--- src/rtl/result_packer_if.sv ---
// result_packer_if: result handshake and serialized 48-bit word stream of result_packer.
interface result_packer_if #(parameter int RES_W = 80);
  logic res_valid, res_ready, res_sel, dout_valid, dout_ready, busy, err_app;
  logic [2:0] res_app;
  logic [RES_W-1:0] res_data;
  logic [47:0] dataout;
  modport master (
    output res_valid, res_app, res_sel, res_data, dout_ready,
    input res_ready, dataout, dout_valid, busy, err_app
  );
  modport slave (
    input res_valid, res_app, res_sel, res_data, dout_ready,
    output res_ready, dataout, dout_valid, busy, err_app
  );
endinterface

--- src/rtl/result_packer.sv ---
// result_packer: buffers wide results and serializes them into 48-bit host-link words.
// Define RESULT_PACKER_FIFO_EN to put a FIFO_DEPTH-entry result FIFO ahead of the serializer.
module result_packer #(
  parameter int RES_W = 80,
  parameter int FIFO_DEPTH = 4
) (
  input logic clk,
  input logic rstn,
  result_packer_if.slave bus
);
  localparam int NUM_PKT = RES_W / 40;
  typedef enum logic {IDLE, SEND} state_t;
  state_t state, state_d;
  logic [RES_W-1:0] sh, ld_data;
  logic [2:0] app_q, ld_app, pkt;
  logic sel_q, ld_sel, load, rdy, err_q, hs, last, accept, app_ok;
  if (RES_W % 40 != 0 || RES_W < 40 || RES_W > 320 || FIFO_DEPTH < 2 ||
      (FIFO_DEPTH & (FIFO_DEPTH - 1)) != 0) begin : g_bad_param
    $error("result_packer: unsupported RES_W or FIFO_DEPTH");
  end
  assign app_ok = !bus.res_app[2] && |bus.res_app[1:0];
  assign accept = bus.res_valid && bus.res_ready;
  assign bus.dout_valid = state == SEND;
  assign hs = bus.dout_valid && bus.dout_ready;
  assign last = bus.dout_valid && pkt == 3'(NUM_PKT - 1);
  assign bus.dataout = {app_q, last, sel_q, pkt, sh[RES_W-1 -: 40]};
  assign bus.err_app = err_q;
`ifdef RESULT_PACKER_FIFO_EN
  localparam int AW = $clog2(FIFO_DEPTH);
  logic [RES_W+3:0] mem [FIFO_DEPTH];
  logic [AW:0] wp, rp;
  logic empty, full;
  assign empty = wp == rp;
  assign full = (wp ^ rp) == {1'b1, {AW{1'b0}}};
  assign bus.res_ready = rdy && !full;
  assign bus.busy = bus.dout_valid || !empty;
  // pop on idle, or on the final handshake so results stream without a bubble
  assign load = !empty && (state == IDLE || (hs && last));
  assign {ld_app, ld_sel, ld_data} = mem[rp[AW-1:0]];
  always_ff @(posedge clk or negedge rstn)
    if (!rstn) begin
      wp <= '0;
      rp <= '0;
    end else begin
      if (accept && app_ok) wp <= wp + (AW+1)'(1);
      if (load) rp <= rp + (AW+1)'(1);
    end
  always_ff @(posedge clk)
    if (accept && app_ok) mem[wp[AW-1:0]] <= {bus.res_app, bus.res_sel, bus.res_data};
`else
  assign bus.res_ready = rdy && !bus.dout_valid;
  assign bus.busy = bus.dout_valid;
  assign load = accept && app_ok;
  assign ld_app = bus.res_app;
  assign ld_sel = bus.res_sel;
  assign ld_data = bus.res_data;
`endif
  always_comb state_d = load ? SEND : (hs && last) ? IDLE : state;
  // rdy keeps res_ready low until the first clock after reset release
  always_ff @(posedge clk or negedge rstn)
    if (!rstn) begin
      state <= IDLE;
      rdy <= 1'b0;
      err_q <= 1'b0;
      sh <= '0;
      app_q <= '0;
      sel_q <= 1'b0;
      pkt <= '0;
    end else begin
      state <= state_d;
      rdy <= 1'b1;
      err_q <= accept && !app_ok;
      if (load) begin
        sh <= ld_data;
        app_q <= ld_app;
        sel_q <= ld_sel;
        pkt <= '0;
      end else if (hs) begin
        sh <= sh << 40;
        pkt <= pkt + 3'd1;
      end
    end
endmodule

--- src/flat_wrapper.sv ---
// flat-port wrapper written by rule: the top's interface ports become plain ports
module result_packer_flat 
#(
  parameter int RES_W = 80,
  parameter int FIFO_DEPTH = 4
)
  (clk, rstn, bus_res_valid, bus_res_app, bus_res_sel, bus_res_data, bus_dout_ready, bus_res_ready, bus_dataout, bus_dout_valid, bus_busy, bus_err_app);
  result_packer_if #(.RES_W(RES_W)) bus_i ();
  input logic clk;
  input logic rstn;
  input wire logic [$bits(bus_i.res_valid)-1:0] bus_res_valid;
  input wire logic [$bits(bus_i.res_app)-1:0] bus_res_app;
  input wire logic [$bits(bus_i.res_sel)-1:0] bus_res_sel;
  input wire logic [$bits(bus_i.res_data)-1:0] bus_res_data;
  input wire logic [$bits(bus_i.dout_ready)-1:0] bus_dout_ready;
  output wire logic [$bits(bus_i.res_ready)-1:0] bus_res_ready;
  output wire logic [$bits(bus_i.dataout)-1:0] bus_dataout;
  output wire logic [$bits(bus_i.dout_valid)-1:0] bus_dout_valid;
  output wire logic [$bits(bus_i.busy)-1:0] bus_busy;
  output wire logic [$bits(bus_i.err_app)-1:0] bus_err_app;
  assign bus_i.res_valid = bus_res_valid;
  assign bus_i.res_app = bus_res_app;
  assign bus_i.res_sel = bus_res_sel;
  assign bus_i.res_data = bus_res_data;
  assign bus_i.dout_ready = bus_dout_ready;
  assign bus_res_ready = bus_i.res_ready;
  assign bus_dataout = bus_i.dataout;
  assign bus_dout_valid = bus_i.dout_valid;
  assign bus_busy = bus_i.busy;
  assign bus_err_app = bus_i.err_app;
  result_packer #(.RES_W(RES_W), .FIFO_DEPTH(FIFO_DEPTH)) u_core (.clk(clk), .rstn(rstn), .bus(bus_i));
endmodule
--- config.mk ---
export PLATFORM = sky130hd
export DESIGN_NAME = result_packer_flat
export DESIGN_NICKNAME = d
export VERILOG_FILES = /design/src/rtl/result_packer_if.sv /design/src/rtl/result_packer.sv /design/src/flat_wrapper.sv
export SDC_FILE = /design/constraint.sdc
export NUM_CORES = 1
export LEC_CHECK = 0
export ABC_CLOCK_PERIOD_IN_PS = 4900
export CORE_ASPECT_RATIO = 0.8
export CORE_MARGIN = 5
export CORE_UTILIZATION = 51
export CTS_BUF_LIST = sky130_fd_sc_hd__clkbuf_16
export CTS_CLUSTER_SIZE = 8
export DETAILED_ROUTE_END_ITERATION = 10
export MAX_ROUTING_LAYER = met4
export PLACE_DENSITY = 0.87
export SETUP_SLACK_MARGIN = 0.05
export SLEW_MARGIN = 40
export SYNTH_ARGS = -nofsm -noshare
export SYNTH_HDL_FRONTEND = slang
export SYNTH_SLANG_ARGS = --single-unit
--- constraint.sdc ---
create_clock -name clk -period 4.9 [get_ports clk]
set_clock_uncertainty 0.05 [all_clocks]
set_input_delay 1.225 -clock clk [delete_from_list [all_inputs] [get_ports clk]]
set_output_delay 1.225 -clock clk [all_outputs]
set_load 0.01 [all_outputs]
==> impl_metrics.csv <==
group,metric,value,unit
timing,hold_viol,0,
logic_synthesis,syn_nets,466,
timing,setup_viol,0,
grt,grt_max_degree,47,
timing,max_freq,323,MHz
placed_design,io_buffer_count,139,
cts,htree_levels,3,
power,cellPowerDensity,509,nW/um^2
cts,cts_setup_buffers,0,
detailed_routing,viasPerCell,4.83,
critical_path,cp_top_family,"buffers and inverters",
hold_path,hold_path_end,"u_core.app_q[1]",
grt,grt.total_usage,17.9,%
critical_path,max_stage_delay,0.50,ns
die,dieHeight,93.9,microns
grt,antenna_found_initial,0,
cts,root_buffer,"clkbuf_16",
cts,cts.sinks,90,
power,p_leak,2.75,nW
cells_and_area,final_cells,587,
grt,grt_overflow,0,
detailed_routing,route.detailed.drc,0,
die,rows,30,
cts,cts_inserted_buffers,9,
detailed_routing,drt-initial-drc-count,69,
critical_path,path_max_fanout,28,
logic_synthesis,synth_seq_cells,90,
detailed_routing,drt-wirelength-per-cell,15.5,microns
die,core_area,8520,sq um
cells_and_area,n_antenna_cell,0,
timing,period_needed,3.10,ns
cts,clockBufferDepth,2,
cells_and_area,drive_above_1_share,21.7,%
critical_path,crit-reg2reg-launch,"u_core.bus.busy",
logic_synthesis,syn_inst,376,
run_status,outcome,"finished clean",
logic_synthesis,synthDistinctLibCells,23,
critical_path,end_kind,"flop",
die,design.die.area,10800,sq um
timing,drv_slew,0,
cells_and_area,nets,560,
critical_path,critical_path_class,"primary input to flop",
critical_path,crit_chain,"clkdlybuf4s50_1 -> nand2_2 -> buf_4 -> mux2_2 -> mux2_1",
timing,period_share,63.2,%
timing,worst-slew-pin-transition,0.648,ns
placed_design,gp_congestion,0.805,
run,drv_cap,0,
critical_path,cp.buffers_inverters,2,
timing,rsz0062_at_grt,"no",
grt,first_global_vias,3127,
cts,clkLatencyLatePin,0.32,ns
critical_path,cp.depth,5,
cells_and_area,most-common-layout-cells,"138 x clkdlybuf4s50_1, 90 x dfrtp_1, 80 x mux2_2, 42 x inv_1",
grt,grt_pass1_wl,14900,microns
cells_and_area,layout.cells.most_common,"clkdlybuf4s50_1",
die,die_x,115,microns
critical_path,worstPathRequired,5.05,ns
timing,relSlewSlack,56.8,%
cts,clkSlewWorstSetupHoldPaths,0.06,ns
die,io_pins,140,
hold_path,hold_class,"flop to flop",
critical_path,r2r_cells,4,
detailed_routing,ant_nets,0,
placed_design,dpl.cell_count,571,
critical_path,crit_slowest_cell,"clkdlybuf4s50_1",
cts,tritoncts,"built",
detailed_routing,firstDrtPassIters,4,
cts,cts.hold.buffers_added,0,
critical_path,r2r_slack,2.68,ns
power,peakVddDrop,0.000252,V
logic_synthesis,syn_area,4480,sq um
hold_path,min_path_cells,1,
logic_synthesis,yosys_warnings,0,
timing,fin_setup_tns,0,ns
detailed_routing,dr_total_vias,2835,
timing,hold_ws,0.436,ns
placed_design,dp_hpwl,6690,microns
logic_synthesis,avgSynthCellArea,11.9,sq um
logic_synthesis,yosysSeqAreaShare,50.2,%
cells_and_area,utilization,69.6,%
hold_path,min_from,"u_core.app_q[1]",
cells_and_area,area_growth,32.3,%
cts,ctsResizeCount,0,
critical_path,critPathLaunchType,"primary input",
critical_path,timing.rr.end,"u_core.sh[43]",
detailed_routing,wirelength,9130,microns
die,start_util,52.6,%
critical_path,arrival,3.25,ns
[worst max-delay path by stage]
stage / end / from
finish: u_core.sh[43] / bus_dout_ready
global route: u_core.sh[43] / bus_dout_ready
CTS: u_core.sh[43] / bus_dout_ready
detailed placement: u_core.sh[68] / bus_dout_ready
global placement: u_core.sh[43] / bus_dout_ready
floorplan: u_core.sh[43] / bus_dout_ready
[sequential cells by signal, summed over array words and instances (netlist names)]
| signal | count |
|---|---|
| u_core.sh | 80 |
| u_core.sel_q | 1 |
| u_core.app_q | 3 |
| u_core.pkt | 3 |
| u_core.bus.busy | 1 |
| u_core.rdy | 1 |
| u_core.bus.err_app | 1 |
[final cells by class]
type | count | area, sq um
fillers | 651 | 2590
repair buffers | 144 | 1430
clock buffers | 9 | 225
multi-input cells | 184 | 1650
well taps | 112 | 140
inverters | 41 | 154
clock inverters | 7 | 85.1
flip-flops and latches | 90 | 2250
[metrics by stage]
stage / cell area [sq um] / setup WS (ns) / power [mW]
5_1_grt: 5930 / 1.69 / 3.20
4_1_cts: 5930 / 1.80 / 3.06
3_3_place_gp: 5620 / 1.51 / 2.27
6_report: 5930 / 1.80 / 3.02
2_1_floorplan: 4480 / 2.55 / 1.96
3_5_place_dp: 5620 / 1.47 / 2.33
[routing by layer]
metal	GRT usage [%]	vias up	routed length [microns]
met5	-	-	0
met4	4.20	0	72
met3	5.67	7	721
met2	29.0	100	4450
met1	22.1	1356	3890
li1	-	1372	-
[cell usage after synthesis]
cell / n / share of area (%)
ha_1: 2 / 0.56
nand3_1: 1 / 0.11
nor3_4: 1 / 0.36
inv_1: 41 / 3.4
buf_6: 2 / 0.50
conb_1: 1 / 0.084
buf_4: 45 / 7.5
nand3b_1: 1 / 0.17
and3b_1: 1 / 0.20
nor2_1: 5 / 0.42
nand3b_4: 1 / 0.45
mux2_2: 80 / 20
nand2_1: 40 / 3.3
mux2_1: 3 / 0.75
mux2i_1: 40 / 8.9
a21oi_1: 1 / 0.11
a21o_1: 1 / 0.17
dfrtp_1: 90 / 50
xor2_1: 2 / 0.39
nand2_2: 1 / 0.14
a311oi_1: 1 / 0.20
buf_2: 14 / 1.6
nor2b_1: 2 / 0.28
[power breakdown]
part	total, mW	internal (mW)	switching [mW]
logic	1.13	0.708	0.420
clock network	0.716	0.441	0.275
registers	1.17	1.01	0.162
[logic make-up (layout without fill, tap and decap cells)]
group	Yosys count	after routing	synth area share [%]
compound gates	3	3	0.474
xor+xnor	2	2	0.391
fa+ha+maj	2	2	0.558
buf+inv	102	201	13.0
flops	90	90	50.2
mux	123	123	29.8
other cells	1	1	0.0836
simple gates	53	53	5.47
Note: power is estimated with default switching activity, not from simulation.
